File: src/rtl/spi_rx_pkg.sv
// Shared types and defaults for the SPI display-link receiver.
package spi_rx_pkg;

    localparam int unsigned DATA_W_DEF      = 8;
    localparam int unsigned SYNC_STAGES_DEF = 2;

    typedef struct packed {
        logic                  dc;
        logic [DATA_W_DEF-1:0] data;
    } entry_t;

    typedef enum logic {
        IDLE  = 1'b0,
        SHIFT = 1'b1
    } state_t;

endpackage

File: src/rtl/spi_rx_fifo.sv
// First-word-fall-through FIFO; head entry is always visible on pop_data.
module spi_rx_fifo #(
    parameter int unsigned WIDTH = 9,
    parameter int unsigned DEPTH = 8
) (
    input  logic                       clk,
    input  logic                       reset,
    input  logic                       push,
    input  logic [WIDTH-1:0]           push_data,
    input  logic                       pop,
    output logic [WIDTH-1:0]           pop_data,
    output logic                       empty,
    output logic                       full,
    output logic [$clog2(DEPTH):0]     count,
    output logic                       ovf_c
);

    localparam int unsigned AW = $clog2(DEPTH);
    localparam int unsigned CW = AW + 1;

    logic [WIDTH-1:0] mem [DEPTH];
    logic [AW-1:0]    wr_ptr;
    logic [AW-1:0]    rd_ptr;
    logic [CW-1:0]    count_n;
    logic             do_push;
    logic             do_pop;

    // A pop frees a slot in the same cycle, so a push into a full FIFO still lands when popped
    always_comb begin
        do_pop  = pop & ~empty;
        do_push = push & (~full | do_pop);
        ovf_c   = push & full & ~do_pop;
        count_n = count;
        if (do_push && !do_pop) begin
            count_n = count + CW'(1);
        end else if (!do_push && do_pop) begin
            count_n = count - CW'(1);
        end
    end

    always_ff @(posedge clk or posedge reset) begin
        if (reset) begin
            for (int i = 0; i < int'(DEPTH); i++) begin
                mem[i] <= '0;
            end
            wr_ptr <= '0;
            rd_ptr <= '0;
            count  <= '0;
            empty  <= 1'b1;
            full   <= 1'b0;
        end else begin
            if (do_push) begin
                mem[wr_ptr] <= push_data;
                wr_ptr      <= wr_ptr + AW'(1);
            end
            if (do_pop) begin
                rd_ptr <= rd_ptr + AW'(1);
            end
            count <= count_n;
            empty <= (count_n == '0);
            full  <= (count_n == CW'(DEPTH));
        end
    end

    assign pop_data = mem[rd_ptr];

endmodule

File: src/rtl/spi_lcd_rx.sv
// SPI mode-0 receiver for the display link: oversample, deserialise, tag with dc, queue.
// Optional SPI_RX_BYTE_CNT_EN adds byte_cnt, the count of bytes accepted into the FIFO.
module spi_lcd_rx
    import spi_rx_pkg::*;
#(
    parameter int unsigned DATA_W      = DATA_W_DEF,
    parameter int unsigned FIFO_DEPTH  = 8,
    parameter int unsigned SYNC_STAGES = SYNC_STAGES_DEF
) (
    input  logic                          clk,
    input  logic                          reset,
    input  logic                          cs,
    input  logic                          scl,
    input  logic                          sda,
    input  logic                          dc,
    input  logic                          rd_en,
    input  logic                          clr_err,
    output logic [DATA_W-1:0]             rd_data,
    output logic                          rd_dc,
    output logic                          empty,
    output logic                          full,
    output logic [$clog2(FIFO_DEPTH):0]   count,
    output logic                          frame_err,
`ifdef SPI_RX_BYTE_CNT_EN
    output logic [15:0]                   byte_cnt,
`endif
    output logic                          overflow
);

    localparam int unsigned BIT_W = $clog2(DATA_W);

    logic [SYNC_STAGES-1:0] cs_sync;
    logic [SYNC_STAGES-1:0] scl_sync;
    logic [SYNC_STAGES-1:0] sda_sync;
    logic [SYNC_STAGES-1:0] dc_sync;
    logic                   scl_prev;
    logic                   cs_s;
    logic                   scl_s;
    logic                   sda_s;
    logic                   dc_s;
    logic                   scl_rise;

    state_t                 state, state_n;
    logic [BIT_W-1:0]       bitcnt, bitcnt_n;
    logic [DATA_W-1:0]      shreg, shreg_n;
    logic                   push_n;
    logic                   err_set;
    logic                   push_q;
    logic [DATA_W:0]        push_entry;
    logic [DATA_W:0]        head;
    logic                   ovf_c;

    // Synchronisers reset to the idle link levels so no spurious edge follows reset
    always_ff @(posedge clk or posedge reset) begin
        if (reset) begin
            cs_sync  <= '1;
            scl_sync <= '0;
            sda_sync <= '0;
            dc_sync  <= '0;
            scl_prev <= 1'b0;
        end else begin
            cs_sync  <= {cs_sync[SYNC_STAGES-2:0], cs};
            scl_sync <= {scl_sync[SYNC_STAGES-2:0], scl};
            sda_sync <= {sda_sync[SYNC_STAGES-2:0], sda};
            dc_sync  <= {dc_sync[SYNC_STAGES-2:0], dc};
            scl_prev <= scl_sync[SYNC_STAGES-1];
        end
    end

    assign cs_s     = cs_sync[SYNC_STAGES-1];
    assign scl_s    = scl_sync[SYNC_STAGES-1];
    assign sda_s    = sda_sync[SYNC_STAGES-1];
    assign dc_s     = dc_sync[SYNC_STAGES-1];
    assign scl_rise = scl_s & ~scl_prev;

    always_ff @(posedge clk or posedge reset) begin
        if (reset) begin
            state      <= IDLE;
            bitcnt     <= '0;
            shreg      <= '0;
            push_q     <= 1'b0;
            push_entry <= '0;
            frame_err  <= 1'b0;
            overflow   <= 1'b0;
        end else begin
            state      <= state_n;
            bitcnt     <= bitcnt_n;
            shreg      <= shreg_n;
            push_q     <= push_n;
            push_entry <= {dc_s, shreg_n};
            if (err_set) begin
                frame_err <= 1'b1;
            end else if (clr_err) begin
                frame_err <= 1'b0;
            end
            if (ovf_c) begin
                overflow <= 1'b1;
            end else if (clr_err) begin
                overflow <= 1'b0;
            end
        end
    end

    // Completed byte is registered with its dc tag and pushed on the following cycle
    always_comb begin
        state_n  = state;
        bitcnt_n = bitcnt;
        shreg_n  = shreg;
        push_n   = 1'b0;
        err_set  = 1'b0;
        case (state)
            IDLE: begin
                bitcnt_n = '0;
                if (!cs_s) begin
                    state_n = SHIFT;
                end
            end
            SHIFT: begin
                if (cs_s) begin
                    state_n  = IDLE;
                    bitcnt_n = '0;
                    shreg_n  = '0;
                    err_set  = (bitcnt != '0);
                end else if (scl_rise) begin
                    shreg_n = {shreg[DATA_W-2:0], sda_s};
                    if (bitcnt == BIT_W'(DATA_W - 1)) begin
                        push_n   = 1'b1;
                        bitcnt_n = '0;
                    end else begin
                        bitcnt_n = bitcnt + BIT_W'(1);
                    end
                end
            end
            default: state_n = IDLE;
        endcase
    end

    spi_rx_fifo #(
        .WIDTH (DATA_W + 1),
        .DEPTH (FIFO_DEPTH)
    ) u_fifo (
        .clk       (clk),
        .reset     (reset),
        .push      (push_q),
        .push_data (push_entry),
        .pop       (rd_en),
        .pop_data  (head),
        .empty     (empty),
        .full      (full),
        .count     (count),
        .ovf_c     (ovf_c)
    );

    assign rd_dc   = head[DATA_W];
    assign rd_data = head[DATA_W-1:0];

`ifdef SPI_RX_BYTE_CNT_EN
    logic accept;

    assign accept = push_q & (~full | (rd_en & ~empty));

    always_ff @(posedge clk or posedge reset) begin
        if (reset) begin
            byte_cnt <= '0;
        end else if (accept) begin
            byte_cnt <= byte_cnt + 16'd1;
        end
    end
`endif

endmodule

File: config.mk
export PLATFORM = sky130hd
export DESIGN_NAME = spi_lcd_rx
export DESIGN_NICKNAME = d
export VERILOG_FILES = /design/src/rtl/spi_rx_pkg.sv /design/src/rtl/spi_rx_fifo.sv /design/src/rtl/spi_lcd_rx.sv
export SDC_FILE = /design/constraint.sdc
export NUM_CORES = 1
export LEC_CHECK = 0
export BUFFER_PORTS_ARGS = -buffer_cell sky130_fd_sc_hd__buf_2
export CAP_MARGIN = 10
export CORE_MARGIN = 2
export CORE_UTILIZATION = 50
export CTS_CLUSTER_SIZE = 8
export DETAILED_ROUTE_END_ITERATION = 8
export HOLD_SLACK_MARGIN = 0.05
export PLACE_DENSITY = 0.74
export SLEW_MARGIN = 40
export SYNTH_ARGS = -nofsm -noshare
export SYNTH_HDL_FRONTEND = slang
export SYNTH_SLANG_ARGS = --single-unit
File: constraint.sdc
create_clock -name clk -period 5.1 [get_ports clk]
set_input_delay 1.02 -clock clk [delete_from_list [all_inputs] [get_ports clk]]
set_output_delay 1.02 -clock clk [all_outputs]
set_load 0.1 [all_outputs]
==> run summary, run 1 <==
Status: finished clean
WP data arrival: 2.58 ns
Worst-skew pair later-pin latency: 0.37 ns
Final setup viols: 0
Clock skew: 0.0162 ns
Final Hold Fails: 0
Register-to-register setup slack: 2.75 ns
Switching power: 664 uW
DRC: 0
Maximum capacitance violations: 0
Site Rows: 35
Final Max Slew Viols: 0
Area contributors post-synth: dfrtp_1 (56%), mux2_2 (19%), mux4_2 (8.5%)
Yosys top cell by area: dfrtp_1
Post-Syn Nets: 327
Sequential share of power: 52.9%
Core box area: 0.00924 mm2
Hold WC Path Type: flip-flop to flip-flop
Reg clk slew, reported paths: 0.11 ns
Final worst-path cycle share: 70.6%
#FFs+latches synth: 109
Die ar.: 0.0103 mm2
Setup tns final: 0 ns
Relative slew slack: 55.1%
CTS tree: built
R2R depth: 6
Cell area after synthesis: 0.00477 mm2
Fin crit period: 3.60 ns
Crit start category: flip-flop
Most numerous cell in the Yosys netlist: dfrtp_1
Leakage: 2.58 nW
Worst-Margin Slew: 0.672 ns
DR vias/cell: 5.50
Clock tree buffer depth: 2
Critical path's slowest cell: dfrtp_1
Reg2reg start: u_fifo.empty
Post-route ant nets: 0
Cell Chain, Critical Path: buf_4 > mux4_2 > mux2_2 > buf_2
I/O pin cnt: 25
Initial DRC count: 122
Global-route wire length before repair: 14.1 mm
Sequential share of the synthesized area: 57.3%
Most used DFF post-synth: dfrtp_1
RSZ-0062 raised after global routing: false
DR WL/cell: 18.3 um
Die X: 102 um
Critical path class: flip-flop to output port
Area Overhead vs Synth: 8.95%
Required time of the critical path: 4.08 ns
Number of flops mapped to enable cells by yosys: 0
Post-CTS Hold Fix Bufs: 0
Grt ovf: 0
Clock share of power: 27.0%
R2r endpoint: u_fifo.mem[33]
IO Port Bufs: 24
Share of cells above drive strength 1: 46.9%
Final #Nets: 347
GR Util All Layers: 18.2%
H-tree Lvls: 3
RD Place Congestion: 0.781
Logic pwr share: 20.1%
IR drop worst, VDD: 0.000300 V
Die height: 102 um
Commonest cells post-synth: dfrtp_1 (106), mux2_2 (82), mux4_2 (18)
Post-CTS Resized: 0
CTS buffer count: 9
DP Worst Slack: 1.86 ns
Syn avg cell area: 15.3 um2
Async SR Flop Fraction: 100%
Total vias in the final route: 2563
Hold path cells: 0
Antenna diodes: 0
CTS root buf: clkbuf_8
CP Buf/Inv Count: 2
Worst path max stage delay: 0.77 ns
Detailed Routing Iterations Pass 1: 4
Cell variety after synth: 36
Power Density: 371 mW/mm2
Vias in the first global route: 2630
Ys Warns: 0
Mapped Cells: 312
Top cell type's share of synthesized area: 55.7%
Initial antenna violation count: 0
Sw Ratio: 34.4%
Post-Route WL: 8.55 mm
Hold Crit Start: dc_sync[1]
Postcts setup bufs: 0
Initial core utilization: 51.6%
Fmax: 278 MHz
Crit-path leading delay family: multiplexers
Critical path peak fanout: 11
Final WS setup: 1.50 ns
Largest net degree at the start of global routing: 76
Final HPWL DP: 5.50 mm
Clk sinks: 109
Worst Hold End: push_entry[8]
Internal: 1.26 mW
Critical Path End Type: output port
Post-layout util: 56.2%
[placed cells by master (no fill, tap or decap), types with 4 or more instances in the layout]
| master | Yosys | layout |
|---|---|---|
| a22o_1 | 8 | 8 |
| buf_2 | 2 | 24 |
| buf_4 | 2 | 4 |
| clkbuf_8 | 0 | 9 |
| dfrtp_1 | 106 | 105 |
| ha_1 | 7 | 7 |
| inv_1 | 9 | 8 |
| mux2_2 | 82 | 82 |
| mux4_2 | 18 | 18 |
| nand2_1 | 11 | 11 |
| nor2_1 | 5 | 5 |
| nor3b_1 | 4 | 4 |
| o21ai_0 | 4 | 4 |
| xnor2_1 | 5 | 5 |
[worst max path at each step]
stage / end / cells past startpoint / slack (ns) / from
global placement: rd_data[7] / 4 / 1.89 / u_fifo.rd_ptr[0]
detailed placement: rd_dc / 4 / 1.86 / u_fifo.rd_ptr[0]
global route: rd_data[5] / 4 / 1.35 / u_fifo.rd_ptr[0]
CTS: rd_data[6] / 4 / 1.45 / u_fifo.rd_ptr[0]
floorplan: bitcnt[0] / 1 / 1.21 / reset
finish: rd_data[6] / 4 / 1.50 / u_fifo.rd_ptr[0]
[state kept, by name (all words and copies together) (netlist names), 2 cells and up]
name / cells
u_fifo.wr_ptr: 3
dc_sync: 2
sda_sync: 2
cs_sync: 2
u_fifo.rd_ptr: 3
u_fifo.count: 4
push_entry: 9
bitcnt: 3
scl_sync: 2
u_fifo.mem: 72
[stage by stage]
step                instances  instance area, um2  hold slack [ns]  total power [mW]
floorplan                 312                4770            0.331              1.34
global placement          450                4990            0.333              1.43
detailed placement        450                4990            0.335              1.43
CTS                       466                5190            0.359              1.95
global route              466                5190            0.365              2.01
finish                    466                5190            0.350              1.93
[layout make-up]
type | count | area, um2
well taps | 129 | 161
multi-input cells | 175 | 1910
flip-flops and latches | 109 | 2730
clock buffers | 9 | 124
inverters | 9 | 38.8
clock inverters | 7 | 73.8
repair buffers | 28 | 150
fillers | 752 | 4050
[power groups by stage]
stage,clock (mW),sequential (mW),combinational (mW)
floorplan,0,1.11,0.232
global placement,0,1.04,0.390
detailed placement,0,1.04,0.392
CTS,0.538,1.02,0.392
global route,0.569,1.03,0.410
finish,0.521,1.02,0.387
[cell families after synthesis]
family	count (synthesis)	synth area share (%)
mux	101	28.1
xor+xnor	7	1.29
compound gates	20	3.31
fa+ha+maj	7	1.84
flops	109	57.3
simple gates	40	5.59
buf+inv	28	2.57
[metal layers]
layer | GRT usage, % | part of all wire [%] | vias up
met4 | 5.93 | 1.2 | 0
met5 | 0 | 0 | -
met2 | 28.6 | 50 | 36
li1 | - | - | 1170
met3 | 2.42 | 1.8 | 9
met1 | 26.5 | 47 | 1348
Note: power is estimated with default switching activity, not from simulation.
==> run 2: changes to the inputs <==
clock period = 3.6 ns   (was 5.1 ns; I/O delays follow)
==> run 2 against run 1 <==
Clock skew shrank 0.011 ns. Flip-flop and latch count stayed put. Routed wire length shrank 1.3%. Global-route usage down 0.081 points. Critical path depth is the same. Combinational power rose by 58%. Sequential power increased by 36%. Non-clock buffer count up 2. Largest cell class unchanged.
==> run summary, run 2 (synthesis results as in run 1) <==
Status: finished clean (unchanged)
IR drop worst, VDD: 0.000411 V (was 0.000300 V)
Global-route wire length before repair: 14.0 mm (was 14.1 mm)
Worst-skew pair later-pin latency: 0.36 ns (was 0.37 ns)
Area after DPL: 0.00502 mm2 (was 0.00499 mm2)
Vias in the first global route: 2640 (was 2630)
CTS root buf: clkbuf_8 (unchanged)
Most frequent cells in the layout: dfrtp_1 (106), mux2_2 (82), buf_2 (24), mux4_2 (18), nand2_1 (11) (was dfrtp_1 (105), mux2_2 (82), buf_2 (24), mux4_2 (18), nand2_1 (11))
Postcts setup bufs: 0 (unchanged)
Final Hold Fails: 0 (unchanged)
Detailed Routing Iterations Pass 1: 4 (unchanged)
Post-layout util: 56.4% (was 56.2%)
Clk sinks: 109 (unchanged)
Final #Nets: 349 (was 347)
Worst-Margin Slew: 0.676 ns (was 0.672 ns)
Core box area: 0.00924 mm2 (unchanged)
Final WS setup: 0.680 ns (was 1.50 ns)
Die ar.: 0.0103 mm2 (unchanged)
Hold WC Path Type: flip-flop to flip-flop (unchanged)
Largest net degree at the start of global routing: 56 (was 76)
Total vias in the final route: 2580 (was 2563)
Critical Path End Type: output port (unchanged)
RSZ-0062 raised after global routing: false (unchanged)
CP Buf/Inv Count: 2 (unchanged)
Grt ovf: 0 (unchanged)
Commonest non-fill, non-tap cell in the layout: dfrtp_1 (unchanged)
Leakage: 2.59 nW (was 2.58 nW)
Hold Crit Start: dc_sync[0] (was dc_sync[1])
Antenna diodes: 0 (unchanged)
Post-route ant nets: 0 (unchanged)
Die X: 102 um (unchanged)
H-tree Lvls: 3 (unchanged)
Fin crit period: 2.92 ns
R2R depth: 5 (was 6)
Clock tree buffer depth: 2 (unchanged)
Dpl cells: 452 (was 450)
CTS buffer count: 9 (unchanged)
Reg clk slew, reported paths: 0.09 ns (was 0.11 ns)
Clock skew: 0.00562 ns (was 0.0162 ns)
Total power: 2.73 mW (was 1.93 mW)
Critical path class: flip-flop to output port (unchanged)
Biggest register: u_fifo.mem (unchanged)
Crit start category: flip-flop (unchanged)
Post-CTS Resized: 0 (unchanged)
Post-CTS Hold Fix Bufs: 0 (unchanged)
Critical path's slowest cell: dfrtp_1 (unchanged)
DP Worst Slack: 1.04 ns (was 1.86 ns)
WP data arrival: 2.20 ns (was 2.58 ns)
Die height: 102 um (unchanged)
R2r endpoint: u_fifo.mem[68] (was u_fifo.mem[33])
Final Max Slew Viols: 0 (unchanged)
Hold path cells: 0 (unchanged)
GR Util All Layers: 18.1% (was 18.2%)
Worst path max stage delay: 0.67 ns (was 0.77 ns)
Initial core utilization: 51.6% (unchanged)
IO Port Bufs: 24 (unchanged)
DRC: 0 (unchanged)
Final worst-path cycle share: 81.1%
Reg2reg start: u_fifo.empty (unchanged)
Post-Route WL: 8.44 mm (was 8.55 mm)
Critical path peak fanout: 11 (unchanged)
Power Density: 523 mW/mm2 (was 371 mW/mm2)
Regs by FF count: u_fifo.mem: 72 flops, push_entry: 9 flops, u_fifo.count: 4 flops (unchanged)
Maximum capacitance violations: 0 (unchanged)
Crit-path leading delay family: flip-flops (was multiplexers)
Register-to-register setup slack: 1.52 ns (was 2.75 ns)
Fin cells: 468 (was 466)
Number of flip-flops in the largest register: 72 (unchanged)
Area Overhead vs Synth: 9.35% (was 8.95%)
DR WL/cell: 18.0 um (was 18.3 um)
Share of cells above drive strength 1: 46.3% (was 46.9%)
RD Place Congestion: 0.723 (was 0.781)
Cell Chain, Critical Path: buf_4 > mux4_2 > mux2_2 > buf_2 (unchanged)
Site Rows: 35 (unchanged)
Cell area after layout: 0.00521 mm2 (was 0.00519 mm2)
I/O pin cnt: 25 (unchanged)
Worst Hold End: dc_sync[1] (was push_entry[8])
Required time of the critical path: 2.88 ns (was 4.08 ns)
Relative slew slack: 55.0% (was 55.1%)
Fin Hold WS: 0.356 ns (was 0.350 ns)
Final HPWL DP: 5.32 mm (was 5.50 mm)
CTS tree: built (unchanged)
Final setup viols: 0 (unchanged)
Setup tns final: 0 ns (unchanged)
Fmax: 343 MHz
Initial DRC count: 65 (was 122)
DR vias/cell: 5.51 (was 5.50)
Initial antenna violation count: 0 (unchanged)
-- run 2: changes by cell type in the layout (fill, tap and decap cells not counted), sizes merged --
cell	previous run	this run
buf	28	30
clkinv	3	2
clkbuf	9	12
inv	11	9
-- run 2: layer usage --
layer / vias to the layer above / part of all wire [%] / track usage [%] / routed length (um)
met5: - / 0 / 0 / 0
met4: 0 / 1.9 / 6.55 / 163
met3: 12 / 2.2 / 3.17 / 188
met2: 30 / 48 / 27.6 / 4020
met1: 1363 / 48 / 26.4 / 4060
li1: 1175 / - / - / -
-- run 2: how the worst max path moves through the flow --
stage	start	end	slack, ns	cells past startpoint
4_1_cts	u_fifo.rd_ptr[1]	rd_data[4]	0.63	4
3_3_place_gp	u_fifo.rd_ptr[1]	rd_data[4]	1.07	4
3_5_place_dp	u_fifo.rd_ptr[1]	rd_data[4]	1.04	4
6_report	u_fifo.rd_ptr[1]	rd_data[4]	0.68	4
2_1_floorplan	reset	bitcnt[0]	0.01	1
5_1_grt	u_fifo.rd_ptr[1]	rd_data[4]	0.56	4
-- run 2: layout make-up --
| cell class | count | area (um2) |
|---|---|---|
| Clock buffer | 12 | 145 |
| Clock inverter | 4 | 47.5 |
| Fill cell | 723 | 4030 |
| Inverter | 9 | 36.3 |
| Multi-Input combinational cell | 175 | 1910 |
| Sequential cell | 109 | 2730 |
| Tap cell | 129 | 161 |
| Timing Repair Buffer | 30 | 178 |
-- run 2: power breakdown --
group	leakage, nW	internal [mW]	switching (mW)
sequential	1.48	1.28	0.109
combinational	1.02	0.190	0.420
clock	0.0964	0.339	0.385
total	2.59	1.81	0.914
